**src/rtl/trigger_sequencer_if.sv**
```systemverilog
// rtl/trigger_sequencer_if.sv - sequencer-to-channel trigger bus
//
// Bundles everything the sequencer exchanges with the bank of per-channel
// trigger/LED output blocks.
//   ch_mark     per-channel onYourMark
//   ch_go       per-channel GO
//   ch_rst      per-channel reset, active-high
//   ch_hardStop registered abort broadcast to all channels
//   ch_delay    shared delay bus (clk cycles)
//   ch_dur      shared active-duration bus (clk cycles)
//   ch_complete per-channel completion flags, driven by the channels
// master: sequencer side. slave: channel-bank side.

interface trigger_sequencer_if #(
    parameter int NUM_CH = 4
);
    logic [NUM_CH-1:0] ch_mark;
    logic [NUM_CH-1:0] ch_go;
    logic [NUM_CH-1:0] ch_rst;
    logic              ch_hardStop;
    logic [20:0]       ch_delay;
    logic [10:0]       ch_dur;
    logic [NUM_CH-1:0] ch_complete;

    modport master (
        output ch_mark, ch_go, ch_rst, ch_hardStop, ch_delay, ch_dur,
        input  ch_complete
    );

    modport slave (
        input  ch_mark, ch_go, ch_rst, ch_hardStop, ch_delay, ch_dur,
        output ch_complete
    );
endinterface

```
**src/rtl/trigger_sequencer.sv**
```systemverilog
// rtl/trigger_sequencer.sv - table-driven trigger/LED channel scheduler
//
// Steps through a host-written table of {mask, delay, dur} entries. Each
// masked step arms its channels (mark, then mark+go), waits until every
// masked channel reports complete, pulses their resets and advances. Steps
// with an empty mask are pure waits of delay+dur cycles. The table is
// replayed num_loops times (0 = until hardStop).
//   clk, rst               clock, synchronous active-high reset
//   cfg_we/addr/mask/delay/dur   table write port (dropped while busy)
//   num_steps, num_loops, start  run control, sampled on an accepted start
//   hardStop               immediate abort
//   chan                   channel bus (master side)
//   busy, done, aborted    run status
//   step_idx, loop_cnt     progress

module trigger_sequencer #(
    parameter  int NUM_CH = 4,
    parameter  int DEPTH  = 16,
    localparam int AW     = $clog2(DEPTH)
) (
    input  logic                 clk,
    input  logic                 rst,
    input  logic                 cfg_we,
    input  logic [AW-1:0]        cfg_addr,
    input  logic [NUM_CH-1:0]    cfg_mask,
    input  logic [20:0]          cfg_delay,
    input  logic [10:0]          cfg_dur,
    input  logic [AW:0]          num_steps,
    input  logic [15:0]          num_loops,
    input  logic                 start,
    input  logic                 hardStop,
    trigger_sequencer_if.master  chan,
    output logic                 busy,
    output logic                 done,
    output logic                 aborted,
    output logic [AW-1:0]        step_idx,
    output logic [15:0]          loop_cnt
);
    typedef enum logic [2:0] {
        S_IDLE, S_LOAD, S_MARK, S_GO, S_DWELL, S_CLEAR, S_NEXT
    } state_t;

    state_t state;

    logic [NUM_CH-1:0] mask_mem  [DEPTH];
    logic [20:0]       delay_mem [DEPTH];
    logic [10:0]       dur_mem   [DEPTH];

    logic [NUM_CH-1:0] mark_q, go_q, chrst_q, mask_q;
    logic              hs_q;
    logic [20:0]       delay_q;
    logic [10:0]       dur_q;
    logic [21:0]       cnt;
    logic [AW:0]       nsteps_q;
    logic [15:0]       nloops_q;

    logic [AW:0]       step_inc;
    logic [15:0]       loop_inc;

    assign step_inc = {1'b0, step_idx} + 1'b1;
    assign loop_inc = (loop_cnt == 16'hFFFF) ? loop_cnt : loop_cnt + 16'd1;

    assign chan.ch_mark     = mark_q;
    assign chan.ch_go       = go_q;
    assign chan.ch_rst      = chrst_q;
    assign chan.ch_hardStop = hs_q;
    assign chan.ch_delay    = delay_q;
    assign chan.ch_dur      = dur_q;

    // Table storage is deliberately not reset so a run can be repeated after rst.
    always_ff @(posedge clk) begin
        if (cfg_we && !busy) begin
            mask_mem[cfg_addr]  <= cfg_mask;
            delay_mem[cfg_addr] <= cfg_delay;
            dur_mem[cfg_addr]   <= cfg_dur;
        end
    end

    always_ff @(posedge clk) begin
        if (rst) begin
            state    <= S_IDLE;
            mark_q   <= '0;
            go_q     <= '0;
            chrst_q  <= '1;
            mask_q   <= '0;
            hs_q     <= 1'b0;
            delay_q  <= '0;
            dur_q    <= '0;
            cnt      <= '0;
            nsteps_q <= '0;
            nloops_q <= '0;
            busy     <= 1'b0;
            done     <= 1'b0;
            aborted  <= 1'b0;
            step_idx <= '0;
            loop_cnt <= '0;
        end else begin
            hs_q    <= hardStop;
            done    <= 1'b0;
            chrst_q <= '0;
            if (hardStop) begin
                state   <= S_IDLE;
                mark_q  <= '0;
                go_q    <= '0;
                busy    <= 1'b0;
                aborted <= 1'b1;
            end else begin
                case (state)
                    S_IDLE: begin
                        if (start) begin
                            if (num_steps == '0) begin
                                done <= 1'b1;
                            end else begin
                                state    <= S_LOAD;
                                busy     <= 1'b1;
                                aborted  <= 1'b0;
                                step_idx <= '0;
                                loop_cnt <= '0;
                                nsteps_q <= num_steps;
                                nloops_q <= num_loops;
                            end
                        end
                    end
                    // The registered table read lands directly in the output
                    // latches, so mark and the shared buses appear on the
                    // first MARK cycle.
                    S_LOAD: begin
                        state   <= S_MARK;
                        mask_q  <= mask_mem[step_idx];
                        mark_q  <= mask_mem[step_idx];
                        delay_q <= delay_mem[step_idx];
                        dur_q   <= dur_mem[step_idx];
                        cnt     <= 22'd1;
                    end
                    S_MARK: begin
                        if (cnt != '0) begin
                            cnt <= cnt - 22'd1;
                        end else if (mask_q == '0) begin
                            state <= S_DWELL;
                            cnt   <= {1'b0, delay_q} + {11'd0, dur_q};
                        end else begin
                            state <= S_GO;
                            go_q  <= mask_q;
                            cnt   <= 22'd2;
                        end
                    end
                    // Two guard cycles let channels drop stale completion
                    // flags before they are trusted.
                    S_GO: begin
                        if (cnt != '0) begin
                            cnt <= cnt - 22'd1;
                        end else if ((chan.ch_complete & mask_q) == mask_q) begin
                            state   <= S_CLEAR;
                            mark_q  <= '0;
                            go_q    <= '0;
                            chrst_q <= mask_q;
                        end
                    end
                    // A zero or one cycle dwell both leave after one cycle.
                    S_DWELL: begin
                        if (cnt > 22'd1) cnt <= cnt - 22'd1;
                        else             state <= S_NEXT;
                    end
                    S_CLEAR: begin
                        state <= S_NEXT;
                    end
                    S_NEXT: begin
                        if (step_inc == nsteps_q) begin
                            step_idx <= '0;
                            loop_cnt <= loop_inc;
                            if (nloops_q != '0 && loop_inc == nloops_q) begin
                                state <= S_IDLE;
                                busy  <= 1'b0;
                                done  <= 1'b1;
                            end else begin
                                state <= S_LOAD;
                            end
                        end else begin
                            step_idx <= step_inc[AW-1:0];
                            state    <= S_LOAD;
                        end
                    end
                    default: state <= S_IDLE;
                endcase
            end
        end
    end
endmodule
```
**src/flat_wrapper.sv**
```systemverilog
// flat-port wrapper written by rule: the top's interface ports become plain ports
module trigger_sequencer_flat 
#(
    parameter  int NUM_CH = 4,
    parameter  int DEPTH  = 16,
    localparam int AW     = $clog2(DEPTH)
)
  (clk, rst, cfg_we, cfg_addr, cfg_mask, cfg_delay, cfg_dur, num_steps, num_loops, start, hardStop, busy, done, aborted, step_idx, loop_cnt, chan_ch_mark, chan_ch_go, chan_ch_rst, chan_ch_hardStop, chan_ch_delay, chan_ch_dur, chan_ch_complete);
  trigger_sequencer_if #(.NUM_CH(NUM_CH)) chan_i ();
  input  logic clk;
  input  logic rst;
  input  logic cfg_we;
  input  logic [AW-1:0] cfg_addr;
  input  logic [NUM_CH-1:0] cfg_mask;
  input  logic [20:0] cfg_delay;
  input  logic [10:0] cfg_dur;
  input  logic [AW:0] num_steps;
  input  logic [15:0] num_loops;
  input  logic start;
  input  logic hardStop;
  output logic busy;
  output logic done;
  output logic aborted;
  output logic [AW-1:0] step_idx;
  output logic [15:0] loop_cnt;
  output wire logic [$bits(chan_i.ch_mark)-1:0] chan_ch_mark;
  output wire logic [$bits(chan_i.ch_go)-1:0] chan_ch_go;
  output wire logic [$bits(chan_i.ch_rst)-1:0] chan_ch_rst;
  output wire logic [$bits(chan_i.ch_hardStop)-1:0] chan_ch_hardStop;
  output wire logic [$bits(chan_i.ch_delay)-1:0] chan_ch_delay;
  output wire logic [$bits(chan_i.ch_dur)-1:0] chan_ch_dur;
  input wire logic [$bits(chan_i.ch_complete)-1:0] chan_ch_complete;
  assign chan_ch_mark = chan_i.ch_mark;
  assign chan_ch_go = chan_i.ch_go;
  assign chan_ch_rst = chan_i.ch_rst;
  assign chan_ch_hardStop = chan_i.ch_hardStop;
  assign chan_ch_delay = chan_i.ch_delay;
  assign chan_ch_dur = chan_i.ch_dur;
  assign chan_i.ch_complete = chan_ch_complete;
  trigger_sequencer #(.NUM_CH(NUM_CH), .DEPTH(DEPTH)) u_core (.clk(clk), .rst(rst), .cfg_we(cfg_we), .cfg_addr(cfg_addr), .cfg_mask(cfg_mask), .cfg_delay(cfg_delay), .cfg_dur(cfg_dur), .num_steps(num_steps), .num_loops(num_loops), .start(start), .hardStop(hardStop), .chan(chan_i), .busy(busy), .done(done), .aborted(aborted), .step_idx(step_idx), .loop_cnt(loop_cnt));
endmodule
```
**config.mk**
```make
export PLATFORM = sky130hd
export DESIGN_NAME = trigger_sequencer_flat
export DESIGN_NICKNAME = d
export VERILOG_FILES = /design/src/rtl/trigger_sequencer_if.sv /design/src/rtl/trigger_sequencer.sv /design/src/flat_wrapper.sv
export SDC_FILE = /design/constraint.sdc
export NUM_CORES = 1
export LEC_CHECK = 0
export CORE_UTILIZATION = 48
export DETAILED_ROUTE_END_ITERATION = 12
export GPL_TIMING_DRIVEN = 0
export MAX_ROUTING_LAYER = met4
export PLACE_DENSITY = 0.66
export SLEW_MARGIN = 20
export SYNTH_ARGS = -nofsm -noshare
export SYNTH_HDL_FRONTEND = slang
export SYNTH_SLANG_ARGS = --single-unit
export TNS_END_PERCENT = 10
```
**constraint.sdc**
```tcl
create_clock -name clk -period 12.4 [get_ports clk]
set_clock_uncertainty 0.2 [all_clocks]
set_input_delay 2.48 -clock clk [delete_from_list [all_inputs] [get_ports clk]]
set_output_delay 2.48 -clock clk [all_outputs]
set_load 0.01 [all_outputs]
```
==> flow_metrics.env <==
export IMPL_cts_hold_buf=0
export IMPL_synthCells=1715
export IMPL_clockBufferDepth=3
export IMPL_tritoncts="yes"
export IMPL_dp_cells=2660
export IMPL_setup_viol=0
export IMPL_synthesis_area_um2=28300
export IMPL_hold_path_depth=2
export IMPL_finalNonFillerCells=2790
export IMPL_ys_ff_latch=698
export IMPL_ys_seq_area_share_pct=69.7
export IMPL_core_area_um2=58000
export IMPL_final_fill_count=4268
export IMPL_final_nets=2057
export IMPL_totalPowerFinal_mw=4.84
export IMPL_antenna_found_initial=3
export IMPL_hold_violations=0
export IMPL_syn_nets=1801
export IMPL_timing_worst_slew_pin_value_ns=0.988
export IMPL_yosys_area_top_type="edfxtp_1"
export IMPL_synth_area_per_cell_um2=16.5
export IMPL_dp_hpwl_um=50700
export IMPL_viasPerCell=5.96
export IMPL_crit_required_ns=12.73
export IMPL_slew_violations=0
export IMPL_p_sw_share_pct=21.0
export IMPL_power_switching_mw=1.01
export IMPL_dieArea_um2=59900
export IMPL_cts_resized=0
export IMPL_r2r_worst_path_cells=9
export IMPL_setup_tns_ns=0
export IMPL_fmax_mhz=199
export IMPL_htree_levels=3
export IMPL_yosysMostFrequentCell="edfxtp_1"
export IMPL_pin_count=138
export IMPL_max_slew_margin_pct=34.1
export IMPL_grt_pass1_vias=16583
export IMPL_overflow=0
export IMPL_grt_pass1_wl_um=108000
export IMPL_ys_warnings_count=0
export IMPL_path_class="in -> reg"
export IMPL_post_route_min_period_ns=5.02
export IMPL_ant_nets=0
export IMPL_synth_cell_type_count=67
export IMPL_synth_edf_count=576
export IMPL_numClockSinks=698
export IMPL_grt_util_all_layers_pct=25.5
export IMPL_grt_max_degree=18
export IMPL_drt_wl_total_um=72800
export IMPL_min_path_type="reg -> reg"
export IMPL_syn_to_final_growth_pct=19.5
export IMPL_crit_arrival_ns=5.35
export IMPL_via_count=16617
export IMPL_ys_flop_type="edfxtp_1"
export IMPL_outcome="finished clean"
export IMPL_die_x_um=245
export IMPL_cts_made_buffers=73
export IMPL_seq_power_share_pct=53.4
export IMPL_vdd_drop_max_mv=0.116
export IMPL_async_flop_share_pct=0
export IMPL_internal_power_mw=3.82
export IMPL_clkTransAtPathRegs_ns=0.06
export IMPL_final_layout_size_suffix_gt1_share_pct=18.5
export IMPL_combPwrFrac_pct=3.6
export IMPL_drcViolationCount=0
export IMPL_powerDensity_nw_per_um2=143
export IMPL_die_height_um=245
export IMPL_finalCoreUtilization_pct=58.3
export IMPL_io_buffer_count=136
export IMPL_startpoint_type="input port"
export IMPL_cts_root_buffer="clkbuf_16"
export IMPL_post_cts_buffers=0
export IMPL_synth_common_cells="edfxtp_1, mux4_2, nand2_1"
export IMPL_rows=88
export IMPL_drt_wirelength_per_cell_um=26.1
export IMPL_globalplace_congestion=0.900
export IMPL_pwr_share_clk_pct=43.1
export IMPL_path_max_fanout=10
export IMPL_min_period_over_period_pct=40.5
export IMPL_drv_cap=0
export IMPL_yosysTopAreaCellShare_pct=61.1
export IMPL_crit_path_end_kind="flip-flop"
export IMPL_initial_core_util_pct=48.8
export IMPL_p_leak_nw=10.5
export IMPL_clk_latency_ns=0.61
export IMPL_rsz0062_at_grt="false"
export IMPL_drtIter0Drc=1848
export IMPL_dr_pass1_iters=8
export IMPL_synth_area_leaders="edfxtp_1, mux4_2, dfxtp_1"
==> path summary, 6_finish.rpt <==
check | from | to | slack (ns)
max | start | u_core.loop_cnt[2] | 7.38
min | u_core.nsteps_q[1] | u_core.nsteps_q[1] | 0.27
min reg2reg | u_core.nsteps_q[1] | u_core.nsteps_q[1] | 0.27
max reg2reg | u_core.loop_cnt[6] | u_core.busy | 8.42
==> metrics by stage <==
| step | cell area (um2) | worst slack (ns) | hold slack, ns |
|---|---|---|---|
| 4_1_cts | 33800 | 7.46 | 0.273 |
| 3_3_place_gp | 30600 | 2.55 | 0.262 |
| 2_1_floorplan | 28300 | 6.22 | 0.248 |
| 3_5_place_dp | 31500 | 6.83 | 0.266 |
| 5_1_grt | 33800 | 7.33 | 0.295 |
| 6_report | 33800 | 7.38 | 0.274 |
==> metal layers <==
metal	GRT usage, %	part of all wire, %
met1	34.0	42
met5	-	0
met3	5.89	7.9
met2	39.5	48
met4	6.69	2.3
==> sequential cells by signal, indices dropped and copies added (netlist names), 3 cells and up, named ones only <==
name and flops:
u_core.chan.ch_delay 21, u_core.chan.ch_dur 11, u_core.chan.ch_go 4, u_core.chan.ch_mark 4, u_core.chan.ch_rst 4, u_core.cnt 22, u_core.delay_mem 336, u_core.dur_mem 176
u_core.loop_cnt 16, u_core.mask_mem 64, u_core.mask_q 4, u_core.nloops_q 16, u_core.nsteps_q 5, u_core.state 3, u_core.step_idx 4
==> logic make-up after synthesis <==
logic type	after synthesis	synth area share, %
flops	698	69.7
simple gates	420	7.12
compound gates	241	5.06
mux	184	14.5
buf+inv	113	1.55
xor+xnor	43	1.33
fa+ha+maj	16	0.734
==> critical path: stages <==
cell	delay (ns)
clkdlybuf4s50_1	0.49
nor4b_1	0.32
a21bo_2	0.31
a21o_1	0.24
a21oi_2	0.52
nand2_1	0.36
or4_1	0.47
a21oi_1	0.14
==> placed cells by master, fill, tap and decap left out, drive strengths merged, types with 13 or more instances in the layout <==
cell type      synthesis  layout
edfxtp               576     576
mux4                 180     180
nand2                175     175
clkbuf                65     165
clkdlybuf4s50          0     136
dfxtp                122     122
a21oi                109     109
nor2                  79      79
buf                   28      69
o21ai                 51      51
nor3                  32      32
nand3                 27      27
inv                   20      26
xnor2                 25      25
nor4                  22      22
clkinv                 0      19
xor2                  18      18
ha                    15      15
nand2b                13      13
o22ai                 13      13
==> layout make-up <==
cell class	count	area, um2	share of cell area (%)
tap	765	957	2.83
timing repair buffer	181	2180	6.45
inverter	20	75.1	0.222
clock inverter	30	259	0.766
buffer	93	372	1.10
multi-input combinational	904	8240	24.4
clock buffer	96	1980	5.87
antenna	3	7.51	0.0222
sequential	698	19700	58.4
==> power by group through the flow <==
stage | sequential, mW | combinational, mW | clock (mW)
after floorplan | 2.63 | 0.0714 | 0
after global placement | 2.63 | 0.155 | 0
after detailed placement | 2.63 | 0.173 | 0
after CTS | 2.58 | 0.173 | 2.12
after global routing | 2.58 | 0.188 | 2.20
final | 2.58 | 0.174 | 2.08
Power figures use the tool's default switching activity.
